`config.mk`:
```
export PLATFORM = sky130hd
export DESIGN_NAME = alu_sequencer
export DESIGN_NICKNAME = d
export VERILOG_FILES = /design/src/rtl/alu_seq_pkg.sv /design/src/rtl/alu_seq_decode.sv /design/src/rtl/alu_sequencer.sv
export SDC_FILE = /design/constraint.sdc
export NUM_CORES = 1
export LEC_CHECK = 0
export BUFFER_PORTS_ARGS = -buffer_cell sky130_fd_sc_hd__buf_2
export CAP_MARGIN = 20
export CORE_AREA = 2 2 95 97
export CTS_BUF_LIST = sky130_fd_sc_hd__clkbuf_8
export CTS_CLUSTER_DIAMETER = 30
export CTS_CLUSTER_SIZE = 30
export DETAILED_ROUTE_END_ITERATION = 6
export DIE_AREA = 0 0 97 99
export MAX_ROUTING_LAYER = met4
export PLACE_DENSITY_LB_ADDON = 0.12
export SLEW_MARGIN = 10
export SYNTH_ARGS = -nofsm -noshare
export SYNTH_HDL_FRONTEND = slang
export SYNTH_SLANG_ARGS = --single-unit
```
`constraint.sdc`:
```
create_clock -name clk -period 1.81 [get_ports clk]
set_input_delay 0.362 -clock clk [delete_from_list [all_inputs] [get_ports clk]]
set_output_delay 0.362 -clock clk [all_outputs]
set_load 0.05 [all_outputs]
```
`src/rtl/alu_seq_pkg.sv`:
```
// Shared types for the ALU sequencer: FSM states, request kinds and the request register layout.
package alu_seq_pkg;

  typedef enum logic [1:0] {IDLE, LOAD_A, EXEC, WB} seq_state_t;

  typedef enum logic [1:0] {
    ALU_OP    = 2'b00,
    PC_INC    = 2'b01,
    ADDR_CALC = 2'b10,
    RSVD      = 2'b11
  } req_kind_t;

  typedef struct packed {
    req_kind_t   kind;
    logic [3:0]  op_code;
    logic [4:0]  shift;
    logic        carry_in;
  } seq_req_t;

  // PC_INC has no A operand, reserved requests have nothing to execute.
  function automatic seq_state_t first_state(input req_kind_t kind);
    case (kind)
      ALU_OP, ADDR_CALC: first_state = LOAD_A;
      PC_INC:            first_state = EXEC;
      default:           first_state = WB;
    endcase
  endfunction

endpackage

```
`src/rtl/alu_seq_decode.sv`:
```
// Combinational decode of sequencer state + captured request into bus selection,
// alu_driver strobes and writeback controls.
module alu_seq_decode
  import alu_seq_pkg::*;
#(
  parameter int DATA_W    = 32,
  parameter int RF_ADDR_W = 4
) (
  input  seq_state_t           state,
  input  seq_req_t             req,
  input  logic [RF_ADDR_W-1:0] src_a,
  input  logic [RF_ADDR_W-1:0] src_b,
  input  logic [RF_ADDR_W-1:0] dst,
  input  logic [DATA_W-1:0]    rf_rd_data,
  input  logic [DATA_W-1:0]    pc_value,
  input  logic [DATA_W-1:0]    alu_result,
  input  logic                 alu_error,
  output logic [RF_ADDR_W-1:0] rf_rd_addr,
  output logic                 rf_wr_en,
  output logic [RF_ADDR_W-1:0] rf_wr_addr,
  output logic [DATA_W-1:0]    rf_wr_data,
  output logic                 pc_wr_en,
  output logic [DATA_W-1:0]    pc_wr_data,
  output logic [DATA_W-1:0]    bus_out,
  output logic                 alu_in_load,
  output logic                 alu_out_load,
  output logic                 alu_pc_update,
  output logic                 alu_forced_add,
  output logic [3:0]           alu_op_code,
  output logic [4:0]           alu_shift,
  output logic                 alu_carry_in,
  output logic                 done,
  output logic                 done_error
);

  always_comb begin
    rf_rd_addr     = '0;
    rf_wr_en       = 1'b0;
    rf_wr_addr     = '0;
    rf_wr_data     = '0;
    pc_wr_en       = 1'b0;
    pc_wr_data     = '0;
    bus_out        = '0;
    alu_in_load    = 1'b0;
    alu_out_load   = 1'b0;
    alu_pc_update  = 1'b0;
    alu_forced_add = 1'b0;
    alu_op_code    = '0;
    alu_shift      = '0;
    alu_carry_in   = 1'b0;
    done           = 1'b0;
    done_error     = 1'b0;

    case (state)
      LOAD_A: begin
        rf_rd_addr  = src_a;
        bus_out     = rf_rd_data;
        alu_in_load = 1'b1;
      end
      EXEC: begin
        alu_out_load = 1'b1;
        alu_op_code  = req.op_code;
        alu_shift    = req.shift;
        alu_carry_in = req.carry_in;
        if (req.kind == PC_INC) begin
          bus_out        = pc_value;
          alu_pc_update  = 1'b1;
          alu_forced_add = 1'b1;
        end else begin
          rf_rd_addr     = src_b;
          bus_out        = rf_rd_data;
          alu_forced_add = (req.kind == ADDR_CALC);
        end
      end
      WB: begin
        done = 1'b1;
        // An ALU error retires the request without committing anything.
        case (req.kind)
          ALU_OP, ADDR_CALC: begin
            rf_wr_en   = !alu_error;
            rf_wr_addr = dst;
            rf_wr_data = alu_result;
            done_error = alu_error;
          end
          PC_INC: begin
            pc_wr_en   = !alu_error;
            pc_wr_data = alu_result;
            done_error = alu_error;
          end
          default: done_error = 1'b1;
        endcase
      end
      default: ;
    endcase
  end

endmodule

```
`src/rtl/alu_sequencer.sv`:
```
// Steps alu_driver through register-file read, execute and writeback for one request at a time.
// Define ALU_SEQ_OVERLAP_EN to also accept a new request during WB.
module alu_sequencer
  import alu_seq_pkg::*;
#(
  parameter int DATA_W    = 32,
  parameter int RF_ADDR_W = 4
) (
  input  logic                 clk,
  input  logic                 reset_b,
  input  logic                 req_valid,
  output logic                 req_ready,
  input  logic [1:0]           req_kind,
  input  logic [3:0]           req_op_code,
  input  logic [4:0]           req_shift,
  input  logic                 req_carry_in,
  input  logic [RF_ADDR_W-1:0] req_src_a,
  input  logic [RF_ADDR_W-1:0] req_src_b,
  input  logic [RF_ADDR_W-1:0] req_dst,
  output logic [RF_ADDR_W-1:0] rf_rd_addr,
  input  logic [DATA_W-1:0]    rf_rd_data,
  output logic                 rf_wr_en,
  output logic [RF_ADDR_W-1:0] rf_wr_addr,
  output logic [DATA_W-1:0]    rf_wr_data,
  input  logic [DATA_W-1:0]    pc_value,
  output logic                 pc_wr_en,
  output logic [DATA_W-1:0]    pc_wr_data,
  output logic [DATA_W-1:0]    bus_out,
  output logic                 alu_in_load,
  output logic                 alu_out_load,
  output logic                 alu_pc_update,
  output logic                 alu_forced_add,
  output logic [3:0]           alu_op_code,
  output logic [4:0]           alu_shift,
  output logic                 alu_carry_in,
  input  logic [DATA_W-1:0]    alu_result,
  input  logic                 alu_error,
  output logic                 done,
  output logic                 done_error
);

  seq_state_t           state, next_state;
  seq_req_t             req_q;
  logic [RF_ADDR_W-1:0] src_a_q, src_b_q, dst_q;
  logic                 ready_en;
  logic                 accept;

  // Keeps req_ready low while in reset and until the first edge after release.
  always_ff @(posedge clk or negedge reset_b) begin
    if (!reset_b) ready_en <= 1'b0;
    else          ready_en <= 1'b1;
  end

`ifdef ALU_SEQ_OVERLAP_EN
  assign req_ready = ready_en & ((state == IDLE) | (state == WB));
`else
  assign req_ready = ready_en & (state == IDLE);
`endif

  assign accept = req_valid & req_ready;

  always_ff @(posedge clk or negedge reset_b) begin
    if (!reset_b) state <= IDLE;
    else          state <= next_state;
  end

  always_comb begin
    next_state = state;
    case (state)
      IDLE:    if (accept) next_state = first_state(req_kind_t'(req_kind));
      LOAD_A:  next_state = EXEC;
      EXEC:    next_state = WB;
      WB:      next_state = accept ? first_state(req_kind_t'(req_kind)) : IDLE;
      default: next_state = IDLE;
    endcase
  end

  always_ff @(posedge clk or negedge reset_b) begin
    if (!reset_b) begin
      req_q   <= '0;
      src_a_q <= '0;
      src_b_q <= '0;
      dst_q   <= '0;
    end else if (accept) begin
      req_q   <= '{kind: req_kind_t'(req_kind), op_code: req_op_code,
                   shift: req_shift, carry_in: req_carry_in};
      src_a_q <= req_src_a;
      src_b_q <= req_src_b;
      dst_q   <= req_dst;
    end
  end

  alu_seq_decode #(.DATA_W(DATA_W), .RF_ADDR_W(RF_ADDR_W)) u_decode (
    .state          (state),
    .req            (req_q),
    .src_a          (src_a_q),
    .src_b          (src_b_q),
    .dst            (dst_q),
    .rf_rd_data     (rf_rd_data),
    .pc_value       (pc_value),
    .alu_result     (alu_result),
    .alu_error      (alu_error),
    .rf_rd_addr     (rf_rd_addr),
    .rf_wr_en       (rf_wr_en),
    .rf_wr_addr     (rf_wr_addr),
    .rf_wr_data     (rf_wr_data),
    .pc_wr_en       (pc_wr_en),
    .pc_wr_data     (pc_wr_data),
    .bus_out        (bus_out),
    .alu_in_load    (alu_in_load),
    .alu_out_load   (alu_out_load),
    .alu_pc_update  (alu_pc_update),
    .alu_forced_add (alu_forced_add),
    .alu_op_code    (alu_op_code),
    .alu_shift      (alu_shift),
    .alu_carry_in   (alu_carry_in),
    .done           (done),
    .done_error     (done_error)
  );

endmodule
```
* Word level (Yosys, flattened, before mapping)
Index checks and enable logic that the tools add are counted.
** Storage, ports and cells
- Register bits :: 27
- Input port bits :: 124
- Output and inout bits :: 123
- Logic and storage cells :: 56
** Cells by class
- Eq/ne operators :: 8
- Multiplexer cells :: 30
- Bitwise gates (word level) :: 2
- Reduce and logical (&&, ||, !) cells :: 7
** Operator list (number)
- 32-bit 2-to-1 mux :: 5
- 32-bit case mux with 2 select lines :: 1
- 4-bit 2-to-1 mux :: 4
- 1-bit 2-to-1 mux :: 14
- 2-bit == test, second input constant :: 4
- 2-bit case mux with 4 select lines :: 1
- 4-bit case mux with 2 select lines :: 1
- 2-bit by 1-bit == test with 1-bit output, second input constant :: 3
- 2-bit logical NOT :: 3
- 5-bit 2-to-1 mux :: 1
- 2-bit 2-to-1 mux :: 2
- 2-bit case mux with 2 select lines :: 1
- 2-bit OR reduction :: 2
- 3-bit OR reduction :: 1
- 1-bit AND :: 2
- 2-bit inequality test, second input constant :: 1
- 1-bit logical NOT :: 1

* Logic depth before layout (Yosys ltp)
- Depth in word-level cells :: 5
- Mapped depth :: 8
- Gate-level depth less buffers :: 5

* Cells and area by module
From an unflattened synthesis, not the netlist that was laid out.
** Unflattened totals
- Cells, all modules :: 267
- Area, all modules :: 2628.8 um^2
** By module, submodules not included
- alu_seq_decode :: instances 1, cells an instance 198, area an instance 1471.4 um^2
- alu_sequencer :: instances 1, cells an instance 69, area an instance 1157.4 um^2

* Worst setup path after synthesis
No wires, ideal clock.
- Kind :: register to output
- Start point :: register state[1]
- End point :: output bus_out[10]
- Data arrival time :: 2.713 ns
- Slack :: -1.265 ns
- Stages on the path, launching flop included :: 7
- Path buffers :: 2
- Path through :: dfrtp_1 -> inv_1 -> ha_1 -> buf_2 -> clkbuf_1 -> o21ai_0 -> a21boi_0
** Between the ends
- Cells in the longest elaborated chain, start to end :: 2
** RTL lines
- from (decl) :: line alu_sequencer.sv:42 : seq_state_t state, next_state;
- from (signal assigned) :: line alu_sequencer.sv:64 : else state <= next_state;
- 2-bit == test or 2-bit by 1-bit == test with 1-bit output (tied branches) :: line alu_seq_decode.sv:54 : case (state)
- 32-bit case mux with 2 select lines * :: line alu_seq_decode.sv:54
- to (decl) :: line alu_sequencer.sv:28 : output logic [DATA_W-1:0] bus_out,
Every way passes the cells marked *; elsewhere a longest branch is shown, timed or not.

* Final worst setup path
- Start point :: register state[1]
- End point :: output bus_out[8]
The elaborated chain is that of the path after synthesis.

==> impl_metrics.ini <==
[power_and_ir_drop]
switching_share_pct = 49.0
p_int_mw = 5.80
p_comb_share_pct = 87.3
power.total_mw = 11.4
power.density_nw_per_um2 = 1930
p_leak_nw = 2.95
p_sw_mw = 5.58
ir_worst_vdd_mv = 0.963
clkPwrFrac_pct = 3.0
seqPwrFrac_pct = 9.7

[finish]
syn_to_final_growth_pct = 135
stdcell_count = 674
drive_gt1_share_pct = 82.0
final_nets = 701
nFillCells = 656
antenna_cells = 0

[run_status]
outcome = complete, but fails checks
violations = negative setup slack

[global_route]
overflow = 0
grt_start_max_net_pins = 38
gr-usage-all-layers_pct = 21.9
grt_pass1_vias = 3326
grt_pass1_wl_microns = 17000
antenna_found_initial = 0

[timing]
slew-limit-headroom_pct = 60.0
layout_setup_ws_ns = -0.319
hold_viol_final = 0
rsz0062_at_grt = yes
finClkSkew_ns = 0.00429
setup_viol = 110
fin_crit_ns = 2.13
tightestPinTransition_ns = 0.599
drv_slew = 0
fmax_ghz = 0.470
hold_slack_ns = 0.0835
post-route-period-util_pct = 118
final.setup.tns_ns = -26.80

[synth]
synth_cell_types = 25
synth_area_sq_um = 2510
syn_avg_cell_area_sq_um = 8.51
yosysWarnings = 0
synthCells = 295
syn_nets = 429
ys_ff_latch = 27
ys_seq_area_share_pct = 26.9
synth-main-ff-cell = dfrtp_1
async_flop_share_pct = 100
synth_edf_count = 0

[floorplan]
rows = 34
die-area_sq_um = 9600
io-pin-count = 247
start_util_pct = 29.4
core_sq_um = 8550
dieWidth_microns = 97
die_y_microns = 99

[routing]
detail_route.vias_per_cell = 4.80
drtPass1Iterations = 4
drt_wl_total_microns = 10700
routedWlPerCell_microns = 15.9
drc = 0
antenna_left = 0
dr_total_vias = 3233
drtIter0Drc = 52

[setup_path]
crit_arrival_ns = 1.77
crit_type = flip-flop to output pin
crit_required_ns = 1.45
setup.worst_path.start_class = flip-flop
cp_max_fo = 31
cp-end-kind = output pin

[clock_network]
cts_inserted_buffers = 3
clockRootBuffer = clkbuf_8
insertion_delay_ns = 0.27
clkTransAtPathRegs_ns = 0.09
h-tree-depth = 1
cts_hold_buf = 0
clkSinkCount = 27
cts.path.max_buffers = 2
tritoncts = yes

[job]
maxCapViolCount = 0

[placed_design]
pre_cts_slack_ns = -0.212
hpwlAfterDp_microns = 7530
dp_cells = 654
place_congestion = 0.801
portBuffers = 246

[hold_path]
hp-class = primary input to async pin
## cell type report
| cell class | instances | area (sq um) | share of cell area (%) |
|---|---|---|---|
| inverter | 4 | 15.0 | 0.255 |
| tap | 108 | 135 | 2.30 |
| clock inverter | 1 | 5.00 | 0.0850 |
| timing repair buffer | 295 | 2690 | 45.7 |
| clock buffer | 3 | 41.3 | 0.701 |
| multi-input combinational | 236 | 2330 | 39.5 |
| sequential | 27 | 677 | 11.5 |
## flip-flops by register name, summed over array words and instances, names as in the netlist
register  flops
req_q        12
src_b_q       4
state         2
dst_q         4
ready_en      1
src_a_q       4
## path summary, 6_finish.rpt
check                                   to  slack [ns]            from  depth (start not counted)
worst max-delay path            bus_out[8]       -0.32        state[1]                          6
worst min-delay path              req_q[1]        0.08         reset_b                          1
worst max register to register    req_q[0]        0.36        state[0]                          6
worst min register to register    dst_q[2]        0.51        dst_q[2]                          1
max in group asynchronous         state[1]        1.31         reset_b                          1
min in group clk                  req_q[9]        0.31  req_op_code[3]                          2
## cell usage after synthesis (4+ instances only)
cell | number | share of area (%)
nand2_1 | 32 | 4.8
ha_1 | 10 | 5.0
clkbuf_1 | 18 | 2.7
a21boi_0 | 14 | 4.2
and3_1 | 32 | 8.0
o21ai_0 | 35 | 7.0
inv_1 | 4 | 0.60
a22oi_1 | 4 | 1.2
nor2b_1 | 6 | 1.5
a21boi_1 | 18 | 5.4
buf_6 | 5 | 2.2
and2_1 | 50 | 12
mux2_2 | 6 | 2.7
mux2_4 | 18 | 11
dfrtp_1 | 27 | 27
## critical path, stage by stage (launching register included)
cell	delay (ns)
dfrtp_2	0.47
ha_4	0.18
nor2b_4	0.13
buf_12	0.15
o21ai_0	0.29
a21boi_4	0.09
buf_6	0.16
## power groups by stage
| stage | Clock, mW | Sequential, mW | Combinational (mW) |
|---|---|---|---|
| 2_1_floorplan | 0 | 1.05 | 5.97 |
| 3_3_place_gp | 0 | 1.07 | 7.60 |
| 3_5_place_dp | 0 | 1.07 | 7.68 |
| 4_1_cts | 0.358 | 1.10 | 9.70 |
| 5_1_grt | 0.373 | 1.15 | 10.4 |
| 6_report | 0.340 | 1.11 | 9.94 |
## repair_timing
item                                    CTS  global route
cloned                                    6             0
endpoints found under the setup margin  122           122
pin swaps                                 4             2
setup buffers                             5             5
gates resized for setup                 275            41
## cells in the final DEF, fill, tap and decap left out, types with 17 or more instances in the layout
master / n
and2_2: 36
buf_6: 124
and3_2: 25
dfrtp_1: 26
buf_2: 123
a21boi_4: 32
buf_4: 23
mux2_4: 18
o21ai_0: 17
## layer usage
| layer | vias to the layer above | routed length (microns) | GRT usage (%) | share of wire [%] |
|---|---|---|---|---|
| met5 | - | 0 | - | 0 |
| met3 | 18 | 551 | 2.84 | 5.1 |
| met2 | 127 | 5880 | 40.7 | 55 |
| met1 | 1536 | 4080 | 24.8 | 38 |
| li1 | 1552 | - | - | - |
| met4 | 0 | 216 | 5.85 | 2.0 |
## cell families after synthesis
group / after synthesis / share of synthesized area, %
other cells: 1 / 0.149
buf+inv: 32 / 6.73
mux: 25 / 13.9
simple gates: 127 / 29.0
flops: 27 / 26.9
fa+ha+maj: 10 / 4.99
compound gates: 73 / 18.3
## through the flow
stage / utilization [%] / area, sq um
floorplan: - / 3100
global placement: 54.1 / 4630
detailed placement: 54.1 / 4630
CTS: 67.1 / 5740
global route: 68.8 / 5890
finish: 68.8 / 5890
Power figures use the tool's default switching activity.
